==> src/rtl/noekeon_pkg.sv <==
// Shared widths, state encoding and reference vectors for the Noekeon chaining controller.
package noekeon_pkg;

  localparam int unsigned W = 128;

  localparam logic [2:0] ST_IDLE     = 3'd0;
  localparam logic [2:0] ST_KEY_WR   = 3'd1;
  localparam logic [2:0] ST_KEY_WAIT = 3'd2;
  localparam logic [2:0] ST_BLK_WR   = 3'd3;
  localparam logic [2:0] ST_BLK_WAIT = 3'd4;
  localparam logic [2:0] ST_RESULT   = 3'd5;

  typedef enum logic [2:0] {
    S_IDLE     = ST_IDLE,
    S_KEY_WR   = ST_KEY_WR,
    S_KEY_WAIT = ST_KEY_WAIT,
    S_BLK_WR   = ST_BLK_WR,
    S_BLK_WAIT = ST_BLK_WAIT,
    S_RESULT   = ST_RESULT
  } ctrlStateT;

  // All-zero key, all-zero plaintext, encipher: direct and indirect key mode.
  localparam logic [W-1:0] TV_DIRECT_CT   = 128'h503D2DFC24B70148699E29FAB1656851;
  localparam logic [W-1:0] TV_INDIRECT_CT = 128'hF678178B99A99F089299C716BA693381;

endpackage

==> src/rtl/noekeon_chain_ctrl_if.sv <==
// Block-in / result-out stream between the bus-side FIFO and the chaining controller.
interface noekeon_chain_ctrl_if
  import noekeon_pkg::*;
();

  logic         inBlkValid;
  logic [W-1:0] inBlk;
  logic         outBlkReady;
  logic         outResValid;
  logic [W-1:0] outRes;
  logic         inResReady;

  modport slave (
    input  inBlkValid,
    input  inBlk,
    output outBlkReady,
    output outResValid,
    output outRes,
    input  inResReady
  );

  modport master (
    output inBlkValid,
    output inBlk,
    input  outBlkReady,
    input  outResValid,
    input  outRes,
    output inResReady
  );

endinterface

==> src/rtl/noekeon_chain_reg.sv <==
// CBC chaining value: IV load, write-side xor, result-side xor and post-block update.
module noekeon_chain_reg
  import noekeon_pkg::*;
(
  input  logic         inClk,
  input  logic         inReset,
  input  logic         inLoad,
  input  logic [W-1:0] inLoadVal,
  input  logic         inXorSel,
  input  logic [W-1:0] inBlk,
  output logic [W-1:0] outWrData_c,
  input  logic         inUpdate,
  input  logic         inUpdSel,
  input  logic [W-1:0] inCoreData,
  input  logic [W-1:0] inSavedBlk,
  input  logic         inResXor,
  output logic [W-1:0] outRes_c
);

  logic [W-1:0] chain;

  // Chain register: IV load wins over a block update; decipher chains on the ciphertext.
  always_ff @(posedge inClk) begin
    if (inReset) begin
      chain <= '0;
    end else if (inLoad) begin
      chain <= inLoadVal;
    end else if (inUpdate) begin
      chain <= inUpdSel ? inSavedBlk : inCoreData;
    end
  end

  assign outWrData_c = inXorSel ? (inBlk ^ chain) : inBlk;
  assign outRes_c    = inResXor ? (inCoreData ^ chain) : inCoreData;

endmodule

==> src/rtl/noekeon_chain_ctrl.sv <==
// Sequencer in front of one Noekeon core: key load, ECB/CBC block stream, busy handshake.
module noekeon_chain_ctrl
  import noekeon_pkg::*;
#(
  parameter int unsigned BUSY_TMO = 64,
  parameter int unsigned BUSY_ARM = 1
) (
  input  logic                inClk,
  input  logic                inReset,
  input  logic                inCfgCbc,
  input  logic                inCfgDecipher,
  input  logic                inCfgIndirect,
  input  logic                inKeyLoad,
  input  logic [W-1:0]        inKey,
  input  logic                inIvLoad,
  input  logic [W-1:0]        inIv,
  noekeon_chain_ctrl_if.slave bus,
  output logic                outCtrlBusy,
  output logic                outErr,
  output logic                outCoreMode,
  output logic                outCoreDecipher,
  output logic                outCoreKeyWr,
  output logic [W-1:0]        outCoreKeyData,
  output logic                outCoreDataWr,
  output logic [W-1:0]        outCoreDataData,
  input  logic                inCoreBusy,
  input  logic [W-1:0]        inCoreData
);

  localparam int unsigned ARM_W = (BUSY_ARM > 1) ? $clog2(BUSY_ARM) : 1;
  localparam int unsigned TMO_W = $clog2(BUSY_TMO + 1);
  localparam logic [ARM_W-1:0] ARM_LAST = ARM_W'(BUSY_ARM - 1);
  localparam logic [TMO_W-1:0] TMO_LAST = TMO_W'(BUSY_TMO - 1);

  ctrlStateT        state;
  logic             keyValid;
  logic             cbcQ;
  logic             decQ;
  logic [W-1:0]     blkQ;
  logic [ARM_W-1:0] armCnt;
  logic [TMO_W-1:0] tmoCnt;

  logic             acceptC;
  logic             ivLoadC;
  logic             chainUpdC;
  logic [W-1:0]     wrDataC;
  logic [W-1:0]     resC;

  // Blocks are only taken in IDLE with a valid key and no higher-priority request pending.
  assign bus.outBlkReady = keyValid & (state == S_IDLE) & ~inKeyLoad & ~inIvLoad;
  assign acceptC         = bus.outBlkReady & bus.inBlkValid;
  assign ivLoadC         = (state == S_IDLE) & ~inKeyLoad & inIvLoad;
  assign chainUpdC       = (state == S_BLK_WAIT) & ~inCoreBusy & cbcQ;

  noekeon_chain_reg uChain (
    .inClk       (inClk),
    .inReset     (inReset),
    .inLoad      (ivLoadC),
    .inLoadVal   (inIv),
    .inXorSel    (inCfgCbc & ~inCfgDecipher),
    .inBlk       (bus.inBlk),
    .outWrData_c (wrDataC),
    .inUpdate    (chainUpdC),
    .inUpdSel    (decQ),
    .inCoreData  (inCoreData),
    .inSavedBlk  (blkQ),
    .inResXor    (cbcQ & decQ),
    .outRes_c    (resC)
  );

  // Controller FSM with registered core strobes, result stream and status.
  always_ff @(posedge inClk) begin
    if (inReset) begin
      state           <= S_IDLE;
      keyValid        <= 1'b0;
      cbcQ            <= 1'b0;
      decQ            <= 1'b0;
      blkQ            <= '0;
      armCnt          <= '0;
      tmoCnt          <= '0;
      bus.outResValid <= 1'b0;
      bus.outRes      <= '0;
      outCtrlBusy     <= 1'b0;
      outErr          <= 1'b0;
      outCoreMode     <= 1'b0;
      outCoreDecipher <= 1'b0;
      outCoreKeyWr    <= 1'b0;
      outCoreKeyData  <= '0;
      outCoreDataWr   <= 1'b0;
      outCoreDataData <= '0;
    end else begin
      outCoreKeyWr  <= 1'b0;
      outCoreDataWr <= 1'b0;
      case (state)
        S_IDLE: begin
          if (inKeyLoad) begin
            outCoreKeyData  <= inKey;
            outCoreMode     <= inCfgIndirect;
            outCoreDecipher <= inCfgDecipher;
            outCoreKeyWr    <= 1'b1;
            keyValid        <= 1'b0;
            outErr          <= 1'b0;
            armCnt          <= '0;
            outCtrlBusy     <= 1'b1;
            state           <= S_KEY_WR;
          end else if (acceptC) begin
            blkQ            <= bus.inBlk;
            cbcQ            <= inCfgCbc;
            decQ            <= inCfgDecipher;
            outCoreDecipher <= inCfgDecipher;
            outCoreDataData <= wrDataC;
            outCoreDataWr   <= 1'b1;
            armCnt          <= '0;
            outCtrlBusy     <= 1'b1;
            state           <= S_BLK_WR;
          end
        end
        S_KEY_WR, S_BLK_WR: begin
          if (armCnt == ARM_LAST) begin
            tmoCnt <= '0;
            state  <= (state == S_KEY_WR) ? S_KEY_WAIT : S_BLK_WAIT;
          end else begin
            armCnt <= armCnt + ARM_W'(1);
          end
        end
        S_KEY_WAIT, S_BLK_WAIT: begin
          if (!inCoreBusy) begin
            if (state == S_KEY_WAIT) begin
              keyValid    <= 1'b1;
              outCtrlBusy <= 1'b0;
              state       <= S_IDLE;
            end else begin
              bus.outRes      <= resC;
              bus.outResValid <= 1'b1;
              state           <= S_RESULT;
            end
          end else if (tmoCnt == TMO_LAST) begin
            outErr      <= 1'b1;
            keyValid    <= 1'b0;
            outCtrlBusy <= 1'b0;
            state       <= S_IDLE;
          end else begin
            tmoCnt <= tmoCnt + TMO_W'(1);
          end
        end
        S_RESULT: begin
          if (bus.inResReady) begin
            bus.outResValid <= 1'b0;
            outCtrlBusy     <= 1'b0;
            state           <= S_IDLE;
          end
        end
        default: begin
          outCtrlBusy <= 1'b0;
          state       <= S_IDLE;
        end
      endcase
    end
  end

endmodule

==> src/flat_wrapper.sv <==
// flat-port wrapper written by rule: the top's interface ports become plain ports
module noekeon_chain_ctrl_flat import noekeon_pkg::*;
#(
  parameter int unsigned BUSY_TMO = 64,
  parameter int unsigned BUSY_ARM = 1
)
  (inClk, inReset, inCfgCbc, inCfgDecipher, inCfgIndirect, inKeyLoad, inKey, inIvLoad, inIv, outCtrlBusy, outErr, outCoreMode, outCoreDecipher, outCoreKeyWr, outCoreKeyData, outCoreDataWr, outCoreDataData, inCoreBusy, inCoreData, bus_inBlkValid, bus_inBlk, bus_outBlkReady, bus_outResValid, bus_outRes, bus_inResReady);
  noekeon_chain_ctrl_if bus_i ();
  input  logic inClk;
  input  logic inReset;
  input  logic inCfgCbc;
  input  logic inCfgDecipher;
  input  logic inCfgIndirect;
  input  logic inKeyLoad;
  input  logic [W-1:0] inKey;
  input  logic inIvLoad;
  input  logic [W-1:0] inIv;
  output logic outCtrlBusy;
  output logic outErr;
  output logic outCoreMode;
  output logic outCoreDecipher;
  output logic outCoreKeyWr;
  output logic [W-1:0] outCoreKeyData;
  output logic outCoreDataWr;
  output logic [W-1:0] outCoreDataData;
  input  logic inCoreBusy;
  input  logic [W-1:0] inCoreData;
  input wire logic [$bits(bus_i.inBlkValid)-1:0] bus_inBlkValid;
  input wire logic [$bits(bus_i.inBlk)-1:0] bus_inBlk;
  output wire logic [$bits(bus_i.outBlkReady)-1:0] bus_outBlkReady;
  output wire logic [$bits(bus_i.outResValid)-1:0] bus_outResValid;
  output wire logic [$bits(bus_i.outRes)-1:0] bus_outRes;
  input wire logic [$bits(bus_i.inResReady)-1:0] bus_inResReady;
  assign bus_i.inBlkValid = bus_inBlkValid;
  assign bus_i.inBlk = bus_inBlk;
  assign bus_outBlkReady = bus_i.outBlkReady;
  assign bus_outResValid = bus_i.outResValid;
  assign bus_outRes = bus_i.outRes;
  assign bus_i.inResReady = bus_inResReady;
  noekeon_chain_ctrl #(.BUSY_TMO(BUSY_TMO), .BUSY_ARM(BUSY_ARM)) u_core (.inClk(inClk), .inReset(inReset), .inCfgCbc(inCfgCbc), .inCfgDecipher(inCfgDecipher), .inCfgIndirect(inCfgIndirect), .inKeyLoad(inKeyLoad), .inKey(inKey), .inIvLoad(inIvLoad), .inIv(inIv), .bus(bus_i), .outCtrlBusy(outCtrlBusy), .outErr(outErr), .outCoreMode(outCoreMode), .outCoreDecipher(outCoreDecipher), .outCoreKeyWr(outCoreKeyWr), .outCoreKeyData(outCoreKeyData), .outCoreDataWr(outCoreDataWr), .outCoreDataData(outCoreDataData), .inCoreBusy(inCoreBusy), .inCoreData(inCoreData));
endmodule
==> config.mk <==
export PLATFORM = sky130hd
export DESIGN_NAME = noekeon_chain_ctrl_flat
export DESIGN_NICKNAME = d
export VERILOG_FILES = /design/src/rtl/noekeon_pkg.sv /design/src/rtl/noekeon_chain_ctrl_if.sv /design/src/rtl/noekeon_chain_reg.sv /design/src/rtl/noekeon_chain_ctrl.sv /design/src/flat_wrapper.sv
export SDC_FILE = /design/constraint.sdc
export NUM_CORES = 2
export LEC_CHECK = 0
export CORE_AREA = 2 2 355 357
export CTS_BUF_LIST = sky130_fd_sc_hd__clkbuf_8
export DETAILED_ROUTE_END_ITERATION = 10
export DIE_AREA = 0 0 357 359
export SLEW_MARGIN = 10
export SYNTH_ARGS = -nofsm -noshare
export SYNTH_HDL_FRONTEND = slang
export SYNTH_SLANG_ARGS = --single-unit
==> constraint.sdc <==
create_clock -name inClk -period 3.9 [get_ports inClk]
set_input_delay 0.78 -clock inClk [delete_from_list [all_inputs] [get_ports inClk]]
set_output_delay 0.78 -clock inClk [all_outputs]
set_load 0.005 [all_outputs]
==> results.py <==
metrics = {
    "run_status": {
        "status": "completed",
    },
    "routing": {
        "vias": 27800,
        "initialDrtViolationCount": 2118,
        "drt_pre_antenna_iters": 7,
        "post_drt_wl_per_cell_um": 21.5,
        "via_per_inst": 4.60,
        "drtAntennaViolNets": 0,
        "finalWirelength_um": 130000,
        "drcViolationCount": 0,
    },
    "cts": {
        "cts_sinks": 660,
        "clk_path_buf_depth": 3,
        "numCtsBuffers": 121,
        "cts_setup_buffers": 0,
        "ctsHoldBuffers": 0,
        "clk_pin_slew_worst_paths_ps": 50,
        "htree_levels": 3,
        "cts_root_buffer": "clkbuf_8",
        "cts_tree": "done",
        "clock_latency_ps": 820,
        "cts.repair.resized": 0,
    },
    "sta": {
        "worst_pin_slew_ps": 1200,
        "drv_slew": 0,
        "fmax_mhz": 310,
        "skew_ps": 38.0,
        "rsz0062_at_grt": "no",
        "finalSetupTns_ps": 0,
        "fin_crit_ps": 3220,
        "final_hold_viol_count": 0,
        "setup_viol": 0,
        "fin_crit_sh_pct": 82.6,
        "relSlewSlack_pct": 20.0,
    },
    "die": {
        "core-area_mm2": 0.125,
        "dieArea_mm2": 0.128,
        "io-pin-count": 914,
        "num_rows": 130,
        "die_height_um": 359,
        "start_util_pct": 22.6,
        "die_x_um": 357,
    },
    "finish": {
        "syn2layout_area_growth_pct": 48.0,
        "num-nets-final": 4823,
        "layout.cells.most_common": "nand2_1",
        "fill_cells": 13200,
        "design_area_mm2": 0.0416,
        "mostFrequentLayoutCells": "nand2_1 (1035), clkdlybuf4s50_1 (912), dfxtp_1 (659)",
        "drive_above_1_share_pct": 5.95,
        "final_util_pct": 33.4,
    },
    "synth": {
        "synth_xor_area_share_pct": 8.01,
        "synth_edf_count": 0,
        "syn_area_mm2": 0.0281,
        "netlist_top_cells_area": "dfxtp_1 (47%), nand2_1 (14%), xor2_1 (8.0%)",
        "synth_cell_types": 40,
        "syn_area_per_cell_um2": 8.09,
        "synth-seq-cells": 660,
        "synth-async-reset-ratio_pct": 0,
        "netlist.area_leader.share_pct": 47.0,
        "yosys.area_share.adder_pct": 0.0445,
        "synth-simple-area-share_pct": 18.1,
        "ys_seq_area_share_pct": 47.0,
        "syn-num-nets": 3998,
        "yosys-mux-area-fraction_pct": 4.59,
        "yosysWarnings": 0,
        "synth_compound_area_share_pct": 18.0,
        "synth_cells": 3475,
        "synth-main-ff-cell": "dfxtp_1",
        "synth_top_family_by_area": "simple AND/OR/NAND/NOR gates",
        "synth_largest_area_cell": "dfxtp_1",
    },
    "grt": {
        "antenna_found_initial": 37,
        "grt_pass1_wl_um": 185000,
        "grt_max_degree": 156,
        "grt_overflow": 0,
        "track_usage_pct": 19.4,
        "grt_pass1_vias": 26900,
    },
    "power": {
        "power_uw": 19400,
        "ir_drop_v": 0.000423,
        "p_leak_uw": 0.0137,
        "power.density_mw_per_mm2": 466,
    },
    "worst_setup_path": {
        "cp-start-kind": "primary input",
        "worst_ep_arrival_time_ps": 2440,
        "timing.reg2reg.setup_slack_ps": 1390,
        "endpoint_kind": "output pin",
        "crit_required_ps": 3120,
        "cp_max_fo": 6,
        "crit_type": "primary input to output pin",
    },
    "worst_hold_path": {
        "hp-class": "flop to flop",
    },
    "place": {
        "placed_area_mm2": 0.0392,
        "gp_congestion": 0.903,
        "portBuffers": 913,
        "hpwl_um": 95700,
    },
    "run": {
        "max_cap_viol_count": 0,
    },
}
[per-stage QoR]
step	cells	hold WS [ps]	setup WS [ps]
finish	6051	452	679
global route	6050	433	560
global placement	5827	441	688
detailed placement	5827	445	700
CTS	6038	361	567
floorplan	3475	436	1760
[cell usage after synthesis (2+ instances only)]
library cell  number
nor3_1             4
nor2_1           265
o21bai_1           3
buf_1             12
a21o_1             2
a21boi_0           3
o21ai_0            5
or4_1              2
xor2_1           256
and2_1             3
mux2i_1          129
dfxtp_1          660
nand3_1            3
a211oi_1         257
clkbuf_1         200
o31ai_1            2
or3_1              3
nor3_2             3
nand2_1         1037
buf_2             77
inv_1              2
nor2b_1            3
a21oi_1          398
o211ai_1         129
buf_4              2
[per-layer routing]
layer | share of wire, % | up-vias | global-route usage (%)
met1 | 39 | 13100 | 22.0
met3 | 9.0 | 227 | 6.86
li1 | - | 13400 | -
met4 | 3.9 | 40 | 8.30
met5 | 0.20 | - | 0
met2 | 48 | 1080 | 32.7
[layout make-up]
class | count | area, um2 | area share (%)
Antenna cell | 13 | 32.5 | 0.0782
Clock buffer | 143 | 1970 | 4.73
Clock inverter | 68 | 434 | 1.04
Inverter | 2 | 7.51 | 0.0181
Multi-Input combinational cell | 2522 | 13700 | 33.1
Sequential cell | 660 | 13200 | 31.8
Tap cell | 1650 | 2060 | 4.96
Timing Repair Buffer | 993 | 10100 | 24.3
[flip-flops by register name, summed over array words and instances (netlist names)]
register / count
u_core.blkQ: 128
u_core.bus.outRes: 128
u_core.outCoreDataData: 128
u_core.outCoreKeyData: 128
u_core.uChain.chain: 128
u_core.tmoCnt: 7
u_core.state: 3
u_core.bus.outResValid: 1
u_core.cbcQ: 1
u_core.decQ: 1
u_core.keyValid: 1
u_core.outCoreDataWr: 1
u_core.outCoreDecipher: 1
u_core.outCoreKeyWr: 1
u_core.outCoreMode: 1
u_core.outCtrlBusy: 1
u_core.outErr: 1
[power by group]
| group | internal, uW | total (uW) | leakage (uW) | switching, uW |
|---|---|---|---|---|
| registers | 7430 | 7900 | 0.00535 | 463 |
| clock network | 3580 | 6690 | 0.00141 | 3110 |
| logic | 2160 | 4810 | 0.00693 | 2650 |
| total | 13200 | 19400 | 0.0137 | 6220 |
[cells by family (layout without fill, tap and decap cells)]
group | Yosys count | in the layout
multiplexers | 129 | 129
other | 0 | 13
adder cells (fa/ha/maj) | 1 | 1
flip-flops | 660 | 660
AND/OR/NAND/NOR | 1330 | 1330
AO/OA/AOI/OAI | 805 | 805
buffers and inverters | 293 | 1206
XOR/XNOR | 257 | 257
[path summary, 6_finish.rpt]
kind / start / to / cells past startpoint
hold / removal: u_core.outCoreKeyData[2] / u_core.outCoreKeyData[2] / 2
hold reg to reg: u_core.outCoreKeyData[2] / u_core.outCoreKeyData[2] / 2
setup / recovery: inKeyLoad / bus_outBlkReady / 5
setup reg to reg: u_core.state[2] / u_core.outCoreDataData[35] / 6
[worst max-delay path: stages]
cell             delay (ps)
clkdlybuf4s50_1         560
nor4_2                  200
buf_4                   180
and3b_1                 200
clkdlybuf4s50_1         520
(Power assumes the default switching activity.)
